===== config.mk =====
export PLATFORM = sky130hd
export DESIGN_NAME = reconf_fir_tdm
export DESIGN_NICKNAME = d
export VERILOG_FILES = /design/src/rtl/reconf_fir_tdm.sv
export SDC_FILE = /design/constraint.sdc
export NUM_CORES = 1
export LEC_CHECK = 0
export CAP_MARGIN = 0
export CORE_UTILIZATION = 40
export DETAILED_ROUTE_END_ITERATION = 6
export GPL_TIMING_DRIVEN = 0
export PLACE_DENSITY_LB_ADDON = 0.3
export SLEW_MARGIN = 20
export SYNTH_ARGS = -nofsm -noshare
export SYNTH_HDL_FRONTEND = slang
export SYNTH_SLANG_ARGS = --single-unit

===== constraint.sdc =====
create_clock -name iClk12M -period 10.4 [get_ports iClk12M]
set_input_delay 2.6 -clock iClk12M [delete_from_list [all_inputs] [get_ports iClk12M]]
set_output_delay 2.6 -clock iClk12M [all_outputs]
set_load 0.01 [all_outputs]

===== src/rtl/reconf_fir_tdm.sv =====
// rtl/reconf_fir_tdm.sv - time-multiplexed reconfigurable FIR with one pipelined MAC
module reconf_fir_tdm #(
    parameter int TAPS   = 16,
    parameter int DIN_W  = 3,
    parameter int COEF_W = 16,
    parameter int ACC_W  = 32,
    parameter int DOUT_W = 16,
    parameter int SHIFT  = 0,
    localparam int AW    = (TAPS > 1) ? $clog2(TAPS) : 1
) (
    input  logic              iClk12M,
    input  logic              iRsn,
    input  logic              iEnSample600k,
    input  logic [DIN_W-1:0]  iFirIn,
    input  logic              iCoeffUpdateFlag,
    input  logic              iCsnRam,
    input  logic              iWrnRam,
    input  logic [AW-1:0]     iAddrRam,
    input  logic [COEF_W-1:0] iWtDtRam,
    output logic [COEF_W-1:0] oRdDtRam,
    output logic [DOUT_W-1:0] oFirOut,
    output logic              oFirValid,
    output logic              oBusy,
    output logic              oSampleDrop
);
    localparam int CW = $clog2(TAPS + 1);
    localparam int PW = DIN_W + COEF_W;

    localparam logic [1:0] S_IDLE   = 2'd0;
    localparam logic [1:0] S_UPDATE = 2'd1;
    localparam logic [1:0] S_MAC    = 2'd2;
    localparam logic [1:0] S_DONE   = 2'd3;

    localparam logic [CW-1:0] LAST_CNT = CW'(TAPS);
    localparam logic signed [ACC_W-1:0] SAT_MAX = {{(ACC_W-DOUT_W+1){1'b0}}, {(DOUT_W-1){1'b1}}};
    localparam logic signed [ACC_W-1:0] SAT_MIN = {{(ACC_W-DOUT_W+1){1'b1}}, {(DOUT_W-1){1'b0}}};

    logic [1:0]               state_q, state_d;
    logic [CW-1:0]            cnt_q, cnt_d;
    logic signed [ACC_W-1:0]  acc_q, acc_d;
    logic signed [PW-1:0]     prod_q, prod_d;
    logic signed [DIN_W-1:0]  dly_q  [TAPS];
    logic signed [COEF_W-1:0] coef_q [TAPS];
    logic [DOUT_W-1:0]        out_q;
    logic                     valid_q;
    logic [COEF_W-1:0]        rd_q;
    logic                     drop_q;

    logic                     shift_in;
    logic                     host_en;
    logic signed [DIN_W-1:0]  tap_d;
    logic signed [COEF_W-1:0] tap_c;
    logic [COEF_W-1:0]        rd_sel;
    logic signed [ACC_W-1:0]  shifted;
    logic [DOUT_W-1:0]        out_sat;

    assign shift_in = (state_q == S_IDLE) && !iCoeffUpdateFlag && iEnSample600k;
    assign host_en  = (state_q == S_UPDATE) && !iCsnRam;

    always_comb begin
        state_d = state_q;
        cnt_d   = cnt_q;
        acc_d   = acc_q;
        case (state_q)
            S_IDLE: begin
                if (iCoeffUpdateFlag) begin
                    state_d = S_UPDATE;
                end else if (iEnSample600k) begin
                    state_d = S_MAC;
                    cnt_d   = '0;
                    acc_d   = '0;
                end
            end
            S_UPDATE: begin
                if (!iCoeffUpdateFlag) state_d = S_IDLE;
            end
            S_MAC: begin
                // Product of tap j-1 lands in the accumulator while tap j is multiplied
                if (cnt_q != '0) acc_d = acc_q + {{(ACC_W-PW){prod_q[PW-1]}}, prod_q};
                if (cnt_q == LAST_CNT) state_d = S_DONE;
                else                   cnt_d   = cnt_q + CW'(1);
            end
            default: begin
                state_d = iCoeffUpdateFlag ? S_UPDATE : S_IDLE;
            end
        endcase
    end

    always_comb begin
        tap_d  = '0;
        tap_c  = '0;
        rd_sel = '0;
        for (int k = 0; k < TAPS; k++) begin
            if (cnt_q == CW'(k)) begin
                tap_d = dly_q[k];
                tap_c = coef_q[k];
            end
            if (iAddrRam == AW'(k)) rd_sel = coef_q[k];
        end
        prod_d = $signed({{COEF_W{tap_d[DIN_W-1]}}, tap_d}) * $signed({{DIN_W{tap_c[COEF_W-1]}}, tap_c});
    end

    always_comb begin
        shifted = acc_q >>> SHIFT;
        if (shifted > SAT_MAX)      out_sat = SAT_MAX[DOUT_W-1:0];
        else if (shifted < SAT_MIN) out_sat = SAT_MIN[DOUT_W-1:0];
        else                        out_sat = shifted[DOUT_W-1:0];
    end

    always_ff @(posedge iClk12M or negedge iRsn) begin
        if (!iRsn) begin
            state_q <= S_IDLE;
            cnt_q   <= '0;
            acc_q   <= '0;
            prod_q  <= '0;
            out_q   <= '0;
            valid_q <= 1'b0;
            rd_q    <= '0;
            drop_q  <= 1'b0;
            for (int k = 0; k < TAPS; k++) begin
                dly_q[k]  <= '0;
                coef_q[k] <= '0;
            end
        end else begin
            state_q <= state_d;
            cnt_q   <= cnt_d;
            acc_q   <= acc_d;
            prod_q  <= prod_d;
            valid_q <= (state_q == S_DONE);
            if (state_q == S_DONE) out_q <= out_sat;
            if (iEnSample600k && ((state_q == S_MAC) || (state_q == S_DONE))) drop_q <= 1'b1;
            if (shift_in) begin
                dly_q[0] <= iFirIn;
                for (int k = 1; k < TAPS; k++) dly_q[k] <= dly_q[k-1];
            end
            // Out-of-range addresses match no entry: writes vanish, reads give 0
            if (host_en) begin
                if (!iWrnRam) begin
                    for (int k = 0; k < TAPS; k++)
                        if (iAddrRam == AW'(k)) coef_q[k] <= iWtDtRam;
                end else begin
                    rd_q <= rd_sel;
                end
            end
        end
    end

    assign oRdDtRam    = rd_q;
    assign oFirOut     = out_q;
    assign oFirValid   = valid_q;
    assign oBusy       = (state_q == S_MAC) || (state_q == S_DONE);
    assign oSampleDrop = drop_q;

endmodule

# After elaboration in Yosys (flattened, before gate mapping)
# Index checks and enable logic that the tools add are counted.
totals:
  register_bits: 396
  inputBits: 29
  elab_cells: 183
classes:
  addsub: 2
  multipliers: 1
  magnitude_cmp: 2
  eq_ne: 41
  mux: 64
  bitwise_logic: 1
  n_reduce_logical: 32
ops:
  columns: ["operator", "n"]
  rows:
  - ["$mux 16", 34]
  - ["$mux 32", 3]
  - ["$pmux 32 s2", 1]
  - ["$reduce_and 3->1", 17]
  - ["$mux 3", 16]
  - ["$eq 5x4->1 const B", 8]
  - ["$add 32x32->32", 1]
  - ["$eq 4x4->1 const B", 8]
  - ["$gt 32x16->1 const B", 1]
  - ["$lt 32x16->1 const B", 1]
  - ["$eq 5x3->1 const B", 4]
  - ["$mul 3x16->19", 1]
  - ["$eq 4x3->1 const B", 4]
  - ["$mux 5", 3]
  - ["$ne 2x2->1 const B", 6]
  - ["$eq 5x2->1 const B", 2]
  - ["$pmux 5 s2", 1]
  - ["$eq 4x2->1 const B", 2]
  - ["$mux 2", 4]
  - ["$reduce_and 4->1", 2]
  - ["$pmux 2 s3", 1]
  - ["$add 5x1->5 const B", 1]
  - ["$eq 5x1->1 const B", 1]
  - ["$eq 5x5->1 const B", 1]
  - ["15 further kinds", 20]

# Depth between registers and ports, before layout
logic_depth:
  depth_word: 18
  mapped_depth: 30

# Worst setup path after synthesis
# OpenSTA, ideal clock, no wires.
synth_timing:
  path_kind: "register to register"
  startpoint: "register cnt_q[1]"
  endpoint: "register prod_q[17]"
  arrival_ns: 5.259
  required_time_ns: 10.253
  setup_slack_ns: 4.994
  path_stages_with_launch: 29
  path_buffers: 3
  path_cell_list: "dfrtp_1 -> inv_1 -> ha_1 -> buf_2 -> buf_2 -> nand2_1 -> nor2_1 -> clkbuf_1 -> a221oi_1 -> o21ai_0 -> o22ai_1 -> o21ai_0 -> a21oi_1 -> or2_2 -> fa_1 -> fa_1 -> inv_1 -> ha_1 -> inv_1 -> fa_1 -> nor2b_1 -> o21ai_0 -> a21boi_0 -> o21ai_0 -> a21boi_0 -> o21ai_0 -> a21oi_1 -> o21a_1 -> o311ai_0"
synth_via:
  elab_chain_len: 18
synth_lines:
  columns: ["element", "line", "source"]
  rows:
  - ["start, declared", "39", "logic [CW-1:0] cnt_q, cnt_d;"]
  - ["start signal, assigned", "126", "cnt_q <= cnt_d;"]
  - ["$logic_not 5->1", "94", "if (cnt_q == CW'(k)) begin"]
  - ["$mux 3 or $mux 16 (tied branches) (16 in series)", "94", null]
  - ["$mul 3x16->19 (*)", "100", "prod_d = $signed({{COEF_W{tap_d[DIN_W-1]}}, tap_d}) * $signed({{DIN_W{tap_c[COEF_W-1]}}, tap_c});"]
  - ["net prod_d[17]", "41", "logic signed [PW-1:0] prod_q, prod_d;"]
  - ["end signal, assigned", "128", "prod_q <= prod_d;"]
  - ["end, declared", "41", null]
# Mark *: on every way through the listed nets, which the timed path passes. The rest lies on a longest branch.
# A chain may end at the register's enable or synchronous reset.

# Worst setup path after layout
# Ends and elaborated chain as after synthesis.

==> key figures <==
Outcome
  – Status: complete, no violations

Place
  – Placed cells: 3123
  – Setup WS pre-CTS: 3063 ps
  – Area after DPL: 0.02452 mm^2
  – I/O Buffers: 62
  – Post-DP HPWL: 58670 um
  – Gp weighted congestion: 0.9708

Synth
  – Synth unique cells: 82
  – Top cells by area, synth: dfrtp_1, mux2_2, nand2_1
  – Syn_nets: 2416
  – Yosys reg bits: 396
  – Avg Inst Size Synth: 9.923 um^2
  – Synth top area share: 0.4340
  – Synth warn: 0
  – Post-synth EDFFs: 0
  – Seq/Total Area, Yosys: 0.4340
  – Leading area contributor after synthesis: dfrtp_1
  – Area of the mapped netlist: 0.02283 mm^2
  – Ys async rst share: 1.000
  – Ys flop type: dfrtp_1
  – Syn Inst Count: 2301

Cells and area
  – Inserted Diodes: 0
  – Fin nets: 2530
  – Final Instance Area: 0.02601 mm^2
  – Layout cell share with drive strength beyond 1: 0.1722
  – Non-Filler Instances: 3206
  – Area grow syn2layout: 13.91%

Clock network
  – CTS H-tree depth: 2
  – Post-CTS setup buffers: 0
  – Clock root cell: clkbuf_16
  – CTS sink cnt: 396
  – Total CTS buffers: 46
  – CTS tree: done
  – Clock Pin Slew Worst Setup and Hold Paths: 60 ps
  – Clock Tree Buf Depth: 3
  – Clock latency at the later pin of the worst-skew pair: 610 ps
  – Cts hold-fix bufs: 0
  – CTS resizes: 0

Critical path
  – Crit Path Max Fanout: 10
  – Critical Path RT: 10830 ps
  – CP max stage delay: 610 ps
  – R2r worst-path depth: 28
  – Family with the most delay on the worst path: compound AO/OA/AOI/OAI gates
  – Startpoint Class: flip-flop
  – Crit path top cell by count: o21ai_0
  – WP data arrival: 8070 ps
  – FF-to-FF setup slack: 2760 ps
  – Crit. End Element: flip-flop
  – Critical-path top delay cell: clkbuf_1
  – Worst r2r src: cnt_q[1]
  – Worst R2R End: prod_q[17]
  – Crit Path Class: reg2reg
  – Crit path buffers/inverters: 6

Detailed routing
  – DR WL/cell: 24.79 um
  – Vias per inst: 6.119
  – Post-route DRC violation count: 0
  – Total wire length: 79480 um
  – Initial detailed-routing violation count: 1885
  – Vias: 19620
  – DRT Pass-1 Iters: 6
  – Final ANT Viol Nets: 0

Timing
  – Hold WS: 465.4 ps
  – Period utilization: 0.7345
  – Setup-failing EPs final: 0
  – Worst-margin pin slew: 1231 ps
  – Final Hold Vio Count: 0
  – Max Clk Rate: 130.9 MHz
  – Slew Viols, Final: 0
  – RSZ-0062 raised after global routing: false
  – Worst Skew: 32.43 ps
  – Setup total negative slack: 0 ps
  – Worst slew margin: 0.1792
  – Period minus WS final: 7638 ps
  – Setup ws final: 2762 ps

Global route
  – Gr usage total: 0.2783
  – Total grt overflow: 0
  – Vias in the first global route: 19830
  – Largest net degree at the start of global routing: 97
  – Antenna violations before repair: 1
  – First-pass GRT wire length: 120800 um

Worst hold path
  – Hold endpoint: oSampleDrop
  – Hold Path Origin: oSampleDrop
  – Worst Hold Class: reg2reg
  – Hold depth: 1

Power and ir drop
  – Peak supply drop: 0.1589 mV
  – Power Internal: 3.403 mW
  – Net switching power: 1.789 mW
  – Power Density: 199.6 mW/mm^2
  – Sw Ratio: 0.3446
  – Combinational power share: 0.290
  – Clk pwr share: 0.314
  – Seq pwr share: 0.396
  – Pleak: 12.00 nW

Floorplanning
  – Die area: 0.05804 mm^2
  – Cell row count: 87
  – Core area: 0.05639 mm^2
  – Die Y: 240.9 um
  – Initial Utilization: 0.4049
  – Io pins: 64
  – Die X: 240.9 um

Flow run
  – Max_cap viols: 0
-- cell type report --
type,instances,area (um^2)
inverter,46,172.7
sequential,396,9910
clock buffer,63,1296
tap,756,945.9
timing repair buffer,66,735.7
multi-input combinational,1713,12140
clock inverter,20,191.4
fill,5409,30380
buffer,146,619.3
-- metal layers --
| layer | vias up | track usage | part of all wire |
|---|---|---|---|
| li1 | 8571 | - | - |
| met1 | 9844 | 0.3533 | 0.40 |
| met2 | 969 | 0.4485 | 0.46 |
| met3 | 234 | 0.05925 | 0.087 |
| met4 | 0 | 0.1392 | 0.051 |
| met5 | - | 0 | 0 |
-- cells by family (layout without fill, tap and decap cells) --
logic type               Yosys count  in the layout  synth area share
XOR/XNOR                          41             41           0.01573
multiplexers                     309            309            0.1573
AO/OA/AOI/OAI                    548            548            0.1580
AND/OR/NAND/NOR                  729            729            0.1472
buffers and inverters            192            341           0.03469
flip-flops                       396            396            0.4340
adder cells (fa/ha/maj)           86             86           0.05304
-- cell usage in the layout, fill, tap and decap left out, types with 20 or more instances in the layout --
master and n:
ha_1 68, clkdlybuf4s50_1 61, dfrtp_1 396, o211ai_1 23, o221ai_1 32, a22oi_1 29, mux2_2 278, nor3_1 20
a21o_1 21, clkbuf_1 108, clkbuf_16 47, nand3_1 64, nand2b_1 25, buf_2 30, nand2_1 319, inv_1 46
a21oi_1 122, nor2_1 155, xnor2_1 24, nor2b_1 33, o21ai_0 140, a31oi_1 24, a221oi_1 24
-- worst max path at each step --
stage | start | to | cells past startpoint | slack, ps
floorplan | cnt_q[1] | prod_q[17] | 28 | 4990
global placement | iRsn | coef_q[23] | 1 | -10790
detailed placement | cnt_q[1] | prod_q[17] | 28 | 3060
CTS | cnt_q[1] | prod_q[17] | 28 | 3000
global route | cnt_q[1] | prod_q[17] | 28 | 2480
finish | cnt_q[1] | prod_q[17] | 28 | 2760
-- synth_stat cells, types with 16 or more instances --
| library cell | instances |
|---|---|
| a22oi_1 | 29 |
| ha_1 | 68 |
| a21o_1 | 21 |
| nand3b_1 | 19 |
| clkbuf_1 | 98 |
| mux2_2 | 278 |
| dfrtp_1 | 396 |
| nor2_1 | 155 |
| xor2_1 | 17 |
| nand3_1 | 64 |
| fa_1 | 18 |
| inv_1 | 46 |
| buf_2 | 30 |
| nand2_1 | 319 |
| a21oi_1 | 122 |
| o211ai_1 | 23 |
| nand4_1 | 16 |
| nand2b_1 | 25 |
| nor3_1 | 20 |
| o221ai_1 | 32 |
| nor2b_1 | 33 |
| o21ai_0 | 140 |
| mux2i_1 | 19 |
| xnor2_1 | 24 |
| a221oi_1 | 24 |
| a31oi_1 | 24 |
-- power by group through the flow --
| stage | Combinational, mW | Sequential [mW] | Clock, mW |
|---|---|---|---|
| after floorplan | 1.01 | 2.02 | 0 |
| after detailed placement | 1.49 | 2.08 | 0 |
| after global placement | 1.45 | 2.07 | 0 |
| after CTS | 1.50 | 2.05 | 1.65 |
| final | 1.51 | 2.06 | 1.63 |
| after global routing | 1.67 | 2.09 | 1.72 |
-- state kept, by name (all words and copies together), names as in the netlist --
signal,cells
state_q,2
dly_q,48
oSampleDrop,1
coef_q,256
oRdDtRam,16
oFirValid,1
prod_q,19
acc_q,32
cnt_q,5
oFirOut,16
-- metrics by stage --
step,util,power (mW)
floorplan,-,3.029
global placement,0.4327,3.520
detailed placement,0.4349,3.569
CTS,0.4613,5.201
global route,0.4613,5.483
finish,0.4613,5.192
-- worst reg2reg max path: cells and delay by family (launching register included) --
kind	cells	cell delay [ps]
simple gates	4	1110
compound gates	13	2480
buf+inv	6	1610
flops	1	440
fa+ha+maj	5	1880
No activity file was read; power rests on OpenSTA's default activity.
